[src/rtl/iomem_seq.sv]
// iomem_seq: table-driven iomem bus master running WRITE / FILL / DELAY / HALT programs.
// Define IOMEM_SEQ_VERIFY_EN to read back and compare every write issued.
module iomem_seq #(
    parameter int DEPTH   = 64,
    parameter int TIMEOUT = 1024,
    localparam int IW     = (DEPTH > 1) ? $clog2(DEPTH) : 1
) (
    input  logic          ck,
    input  logic          rst,
    input  logic          start,
    output logic [IW-1:0] tbl_addr,
    input  logic [79:0]   tbl_data,
    output logic          iomem_valid,
    input  logic          iomem_ready,
    output logic [3:0]    iomem_wstrb,
    output logic [31:0]   iomem_addr,
    output logic [31:0]   iomem_wdata,
    input  logic [31:0]   iomem_rdata,
    output logic          busy,
    output logic          done,
    output logic          error,
    output logic [IW-1:0] err_index
);

    localparam int            TW   = $clog2(TIMEOUT + 1);
    localparam logic [IW-1:0] LAST = IW'(DEPTH - 1);

`ifdef IOMEM_SEQ_VERIFY_EN
    typedef enum logic [2:0] {
        S_IDLE, S_FETCH, S_DECODE, S_BUS, S_DELAY, S_DONE, S_ERROR, S_VERIFY
    } state_t;
`else
    typedef enum logic [2:0] {
        S_IDLE, S_FETCH, S_DECODE, S_BUS, S_DELAY, S_DONE, S_ERROR
    } state_t;

    logic unused_rdata;
    assign unused_rdata = ^iomem_rdata;
`endif

    state_t        state;
    logic [IW-1:0] index;
    logic [11:0]   cnt_r;
    logic [31:0]   addr_r;
    logic [31:0]   data_r;
    logic [TW-1:0] tmo_cnt;
    logic [1:0]    run_sync;
    logic          run_en;
    logic          last_entry;

    assign tbl_addr   = index;
    assign run_en     = run_sync[1];
    assign last_entry = (index == LAST);

    // Reset assertion is immediate; release reaches the sequencer through two flops.
    always_ff @(posedge ck or negedge rst) begin
        if (!rst) begin
            run_sync <= 2'b00;
        end else begin
            run_sync <= {run_sync[0], 1'b1};
        end
    end

    always_ff @(posedge ck or negedge rst) begin
        if (!rst) begin
            state       <= S_IDLE;
            index       <= '0;
            cnt_r       <= '0;
            addr_r      <= '0;
            data_r      <= '0;
            tmo_cnt     <= '0;
            iomem_valid <= 1'b0;
            iomem_wstrb <= '0;
            iomem_addr  <= '0;
            iomem_wdata <= '0;
            busy        <= 1'b0;
            done        <= 1'b0;
            error       <= 1'b0;
            err_index   <= '0;
        end else if (run_en) begin
            case (state)
                S_IDLE, S_DONE, S_ERROR: begin
                    if (start) begin
                        state     <= S_FETCH;
                        index     <= '0;
                        busy      <= 1'b1;
                        done      <= 1'b0;
                        error     <= 1'b0;
                        err_index <= '0;
                    end
                end

                S_FETCH: begin
                    state <= S_DECODE;
                end

                S_DECODE: begin
                    addr_r <= tbl_data[63:32];
                    data_r <= tbl_data[31:0];
                    cnt_r  <= tbl_data[75:64];
                    case (tbl_data[79:76])
                        4'd0: begin
                            state <= S_DONE;
                            busy  <= 1'b0;
                            done  <= 1'b1;
                        end
                        4'd1: begin
                            cnt_r <= 12'd1;
                            state <= S_BUS;
                        end
                        4'd2, 4'd3: begin
                            if (tbl_data[75:64] != 12'd0) begin
                                state <= (tbl_data[79:76] == 4'd2) ? S_BUS : S_DELAY;
                            end else if (last_entry) begin
                                state <= S_DONE;
                                busy  <= 1'b0;
                                done  <= 1'b1;
                            end else begin
                                index <= index + 1'b1;
                                state <= S_FETCH;
                            end
                        end
                        default: begin
                            state     <= S_ERROR;
                            busy      <= 1'b0;
                            error     <= 1'b1;
                            err_index <= index;
                        end
                    endcase
                end

                // A write is raised from a cycle with valid low, so back-to-back FILL beats get a gap.
                S_BUS: begin
                    if (!iomem_valid) begin
                        iomem_valid <= 1'b1;
                        iomem_wstrb <= 4'b1111;
                        iomem_addr  <= addr_r;
                        iomem_wdata <= data_r;
                        tmo_cnt     <= '0;
                    end else if (iomem_ready) begin
                        iomem_valid <= 1'b0;
                        iomem_wstrb <= '0;
                        iomem_addr  <= '0;
                        iomem_wdata <= '0;
`ifdef IOMEM_SEQ_VERIFY_EN
                        state       <= S_VERIFY;
`else
                        if (cnt_r > 12'd1) begin
                            cnt_r  <= cnt_r - 12'd1;
                            addr_r <= addr_r + 32'd4;
                        end else if (last_entry) begin
                            state <= S_DONE;
                            busy  <= 1'b0;
                            done  <= 1'b1;
                        end else begin
                            index <= index + 1'b1;
                            state <= S_FETCH;
                        end
`endif
                    end else if (tmo_cnt == TW'(TIMEOUT - 1)) begin
                        iomem_valid <= 1'b0;
                        iomem_wstrb <= '0;
                        iomem_addr  <= '0;
                        iomem_wdata <= '0;
                        state       <= S_ERROR;
                        busy        <= 1'b0;
                        error       <= 1'b1;
                        err_index   <= index;
                    end else begin
                        tmo_cnt <= tmo_cnt + 1'b1;
                    end
                end

`ifdef IOMEM_SEQ_VERIFY_EN
                S_VERIFY: begin
                    if (!iomem_valid) begin
                        iomem_valid <= 1'b1;
                        iomem_wstrb <= '0;
                        iomem_addr  <= addr_r;
                        iomem_wdata <= '0;
                        tmo_cnt     <= '0;
                    end else if (iomem_ready) begin
                        iomem_valid <= 1'b0;
                        iomem_wstrb <= '0;
                        iomem_addr  <= '0;
                        iomem_wdata <= '0;
                        if (iomem_rdata != data_r) begin
                            state     <= S_ERROR;
                            busy      <= 1'b0;
                            error     <= 1'b1;
                            err_index <= index;
                        end else if (cnt_r > 12'd1) begin
                            cnt_r  <= cnt_r - 12'd1;
                            addr_r <= addr_r + 32'd4;
                            state  <= S_BUS;
                        end else if (last_entry) begin
                            state <= S_DONE;
                            busy  <= 1'b0;
                            done  <= 1'b1;
                        end else begin
                            index <= index + 1'b1;
                            state <= S_FETCH;
                        end
                    end else if (tmo_cnt == TW'(TIMEOUT - 1)) begin
                        iomem_valid <= 1'b0;
                        iomem_wstrb <= '0;
                        iomem_addr  <= '0;
                        iomem_wdata <= '0;
                        state       <= S_ERROR;
                        busy        <= 1'b0;
                        error       <= 1'b1;
                        err_index   <= index;
                    end else begin
                        tmo_cnt <= tmo_cnt + 1'b1;
                    end
                end
`endif

                S_DELAY: begin
                    if (cnt_r > 12'd1) begin
                        cnt_r <= cnt_r - 12'd1;
                    end else if (last_entry) begin
                        state <= S_DONE;
                        busy  <= 1'b0;
                        done  <= 1'b1;
                    end else begin
                        index <= index + 1'b1;
                        state <= S_FETCH;
                    end
                end

                default: begin
                    state <= S_IDLE;
                    busy  <= 1'b0;
                end
            endcase
        end
    end

endmodule

[config.mk]
export PLATFORM = sky130hd
export DESIGN_NAME = iomem_seq
export DESIGN_NICKNAME = d
export VERILOG_FILES = /design/src/rtl/iomem_seq.sv
export SDC_FILE = /design/constraint.sdc
export NUM_CORES = 1
export LEC_CHECK = 0
export BUFFER_PORTS_ARGS = -buffer_cell sky130_fd_sc_hd__buf_4
export CORE_MARGIN = 2
export CORE_UTILIZATION = 50
export DETAILED_ROUTE_END_ITERATION = 6
export GPL_ROUTABILITY_DRIVEN = 0
export PLACE_DENSITY = 0.76
export SLEW_MARGIN = 20
export SYNTH_ARGS = -nofsm -noshare
export SYNTH_HDL_FRONTEND = slang
export SYNTH_SLANG_ARGS = --single-unit
[constraint.sdc]
create_clock -name ck -period 5.9 [get_ports ck]
set_input_delay 1.18 -clock ck [delete_from_list [all_inputs] [get_ports ck]]
set_output_delay 1.18 -clock ck [all_outputs]
set_load 0.1 [all_outputs]
==> out/metrics.csv <==
stage,metric,value,unit
timing,hold_viol_final,0,
run,maxCapViolCount,0,
global_route,grt_max_degree,174,
status,status,"complete, no violations",
place,place_ws,2790,ps
synthesis,synthArstFlopShare,100,%
timing,relSlewSlack,32.0,%
route,wl_per_cell,17.0,um
route,drt_wl_total,19600,um
power_and_ir_drop,power-per-cell-area,683,mW/mm2
cts,post_cts_buffers,0,
timing,period_needed,2980,ps
timing,rsz0062_at_grt,false,
global_route,gr-total-overflow,0,
timing,fin_skew,14.2,ps
synthesis,syn_avg_cell_area,10.3,um2
power_and_ir_drop,p_leak,4.60,nW
route,vias,6766,
synthesis,synthTopCellsByCount,"dfrtp_1 (173), nand2_1 (66), a21oi_1 (65), a22o_1 (65), o21ai_0 (64)",
cts,htreeDepth,4,
route,highest_layer,met4,
cts,clk_latency,430,ps
layout,final_util,64.0,%
route,drt-met1-wl,8860,um
route,ant_nets,0,
synthesis,synth-main-ff-cell,dfrtp_1,
synthesis,synth_top_area_share,54.0,%
synthesis,syn-num-nets,899,
route,avgViaCountPerCell,5.88,
layout,final_area,0.0101,mm2
synthesis,yosysMostFrequentCell,dfrtp_1,
layout,n_antenna_cell,0,
route,wl_met3,1460,um
route,drc_errors,0,
layout,finalNetCount,1043,
timing,setup_slack,2920,ps
synthesis,synth_cell_types,62,
cts,ctsResizeCount,0,
synthesis,yosysTopAreaCell,dfrtp_1,
route,routed-wl-met2,9010,um
layout,areaGrowthSynthToFinish,25.9,%
place,hpwl,13000,um
floorplanning,num_rows,46,
worst_setup_path,critPathKind,reg -> reg,
place,portBuffers,167,
floorplanning,die_h,131,um
layout,drive_above_1_share,27.4,%
synthesis,synth_area_leaders,"dfrtp_1 (54%), a22o_1 (7.1%), mux2_2 (4.9%)",
worst_setup_path,required,6210,ps
place,placed_area,0.00945,mm2
floorplanning,io_pins,200,
worst_setup_path,start_kind,register,
synthesis,synth_edf_count,0,
cts,cts_made_buffers,17,
global_route,grt_pass1_wl,31300,um
synthesis,syn_area,0.00802,mm2
route,drt_iter0_drc,538,
floorplanning,dieArea,0.0171,mm2
floorplanning,start_util,50.9,%
power_and_ir_drop,swShare,50.8,%
global_route,grt_usage,23.1,%
power_and_ir_drop,ir_worst_vdd,0.000656,V
timing,worst_slew_pin_slew,1010,ps
floorplanning,fp.dieW,131,um
route,dr.pass1.iters,5,
timing,setup_tns,0,ps
power_and_ir_drop,internal_power,3.39,mW
synthesis,yosys_warnings,0,
worst_setup_path,arrival,3300,ps
global_route,antenna_found_initial,0,
timing,finalSetupViolCount,0,
cts,clk_pin_slew_worst_paths,70,ps
cts,cts_sinks,173,
power_and_ir_drop,switchingPower,3.50,mW
timing,fmax,335,MHz
worst_setup_path,end_kind,register,
floorplanning,core-area,0.0158,mm2
cts,cts_hold_buf,0,
cts,cts_root_buffer,clkbuf_16,
power_and_ir_drop,comb_power_share,51.0,%
synthesis,ys_ff_latch,173,
min_path,hold_class,reg -> reg,
timing,finalCritPeriodShare,50.5,%
synthesis,ys_seq_area_share,54.0,%
cts,max-clock-path-buffers,2,
power_and_ir_drop,sequentialPowerShare,31.5,%
power_and_ir_drop,clkPwrFrac,17.6,%
worst_setup_path,worstPathMaxFanout,19,
timing,slew_violations,0,
synthesis,synthCells,778,
cts,cts_tree,yes,
global_route,grt_pass1_vias,6244,
==> path summary, 6_finish.rpt <==
| kind | start | end | slack (ps) | depth (start not counted) |
|---|---|---|---|---|
| min in group asynchronous | rst | cnt_r[7]$_DFFE_PN0P_ | 850 | 2 |
| setup reg to reg | cnt_r[4]$_DFFE_PN0P_ | cnt_r[6]$_DFFE_PN0P_ | 2920 | 6 |
| setup / recovery | cnt_r[4]$_DFFE_PN0P_ | cnt_r[6]$_DFFE_PN0P_ | 2920 | 6 |
| hold / removal | run_sync[0]$_DFF_PN0_ | run_sync[1]$_DFF_PN0_ | 350 | 0 |
| max in group asynchronous | rst | cnt_r[1]$_DFFE_PN0P_ | 4330 | 2 |
| hold reg to reg | run_sync[0]$_DFF_PN0_ | run_sync[1]$_DFF_PN0_ | 350 | 0 |
==> state kept, by name (all words and copies together) (netlist names) <==
signal / cells
addr_r: 32
busy: 1
cnt_r: 12
data_r: 32
done: 1
err_index: 6
error: 1
iomem_addr: 32
iomem_valid: 1
iomem_wdata: 32
iomem_wstrb: 1
run_sync: 2
state: 3
tbl_addr: 6
tmo_cnt: 11
==> critical path, cell delays in order (launching register included) <==
cell and delay (ps):
dfrtp_1 470, or4_4 600, nor4_1 470, a2bb2oi_1 170
o21ai_1 820, nor2_1 120, o22a_1 230
==> kinds of logic after synthesis <==
family          after synthesis  synth area share, %
xor+xnor                      4                0.437
other cells                   1               0.0468
flops                       173                 54.0
compound gates              273                 22.5
buf+inv                      62                 3.04
mux                          37                 5.16
simple gates                223                 14.0
fa+ha+maj                     5                0.780
==> stage by stage <==
step                hold WS (ps)  power [mW]  std cells
floorplan                    331        4.88        778
global placement             331        5.62       1119
detailed placement           338        5.69       1119
CTS                          354        6.92       1151
global route                 382        7.25       1151
finish                       354        6.90       1151
==> power by group through the flow <==
stage | Sequential, mW | Combinational, mW | Clock [mW]
finish | 2.17 | 3.52 | 1.21
detailed placement | 2.17 | 3.52 | 0
CTS | 2.16 | 3.52 | 1.23
global placement | 2.16 | 3.47 | 0
floorplan | 3.60 | 1.28 | 0
global route | 2.25 | 3.72 | 1.28
==> routing by layer <==
metal | GRT usage [%] | vias up
li1 | - | 3196
met1 | 32.7 | 3296
met2 | 34.5 | 249
met3 | 7.21 | 25
met4 | 7.07 | 0
met5 | 0 | -
==> cells in the final DEF (no fill, tap or decap), types with 6 or more instances in the layout <==
| master | n |
|---|---|
| dfrtp_1 | 173 |
| nand3_1 | 23 |
| o22ai_1 | 13 |
| inv_1 | 10 |
| nand2b_1 | 7 |
| a22o_1 | 65 |
| nor4_1 | 13 |
| o21ai_1 | 7 |
| clkbuf_16 | 17 |
| mux2_2 | 35 |
| nor3_1 | 10 |
| buf_4 | 175 |
| o21ai_0 | 64 |
| nand4_1 | 10 |
| a21oi_1 | 65 |
| a22oi_1 | 6 |
| nand2_1 | 66 |
| a31oi_1 | 8 |
| nor2_1 | 48 |
| and3_1 | 10 |
==> final cells by class <==
class | instances | area (um2)
Timing Repair Buffer | 177 | 1350
Inverter | 10 | 37.5
Tap cell | 216 | 270
Fill cell | 1294 | 5670
Clock buffer | 20 | 457
Sequential cell | 173 | 4330
Clock inverter | 12 | 183
Multi-Input combinational cell | 543 | 3480
(Power assumes the default switching activity.)
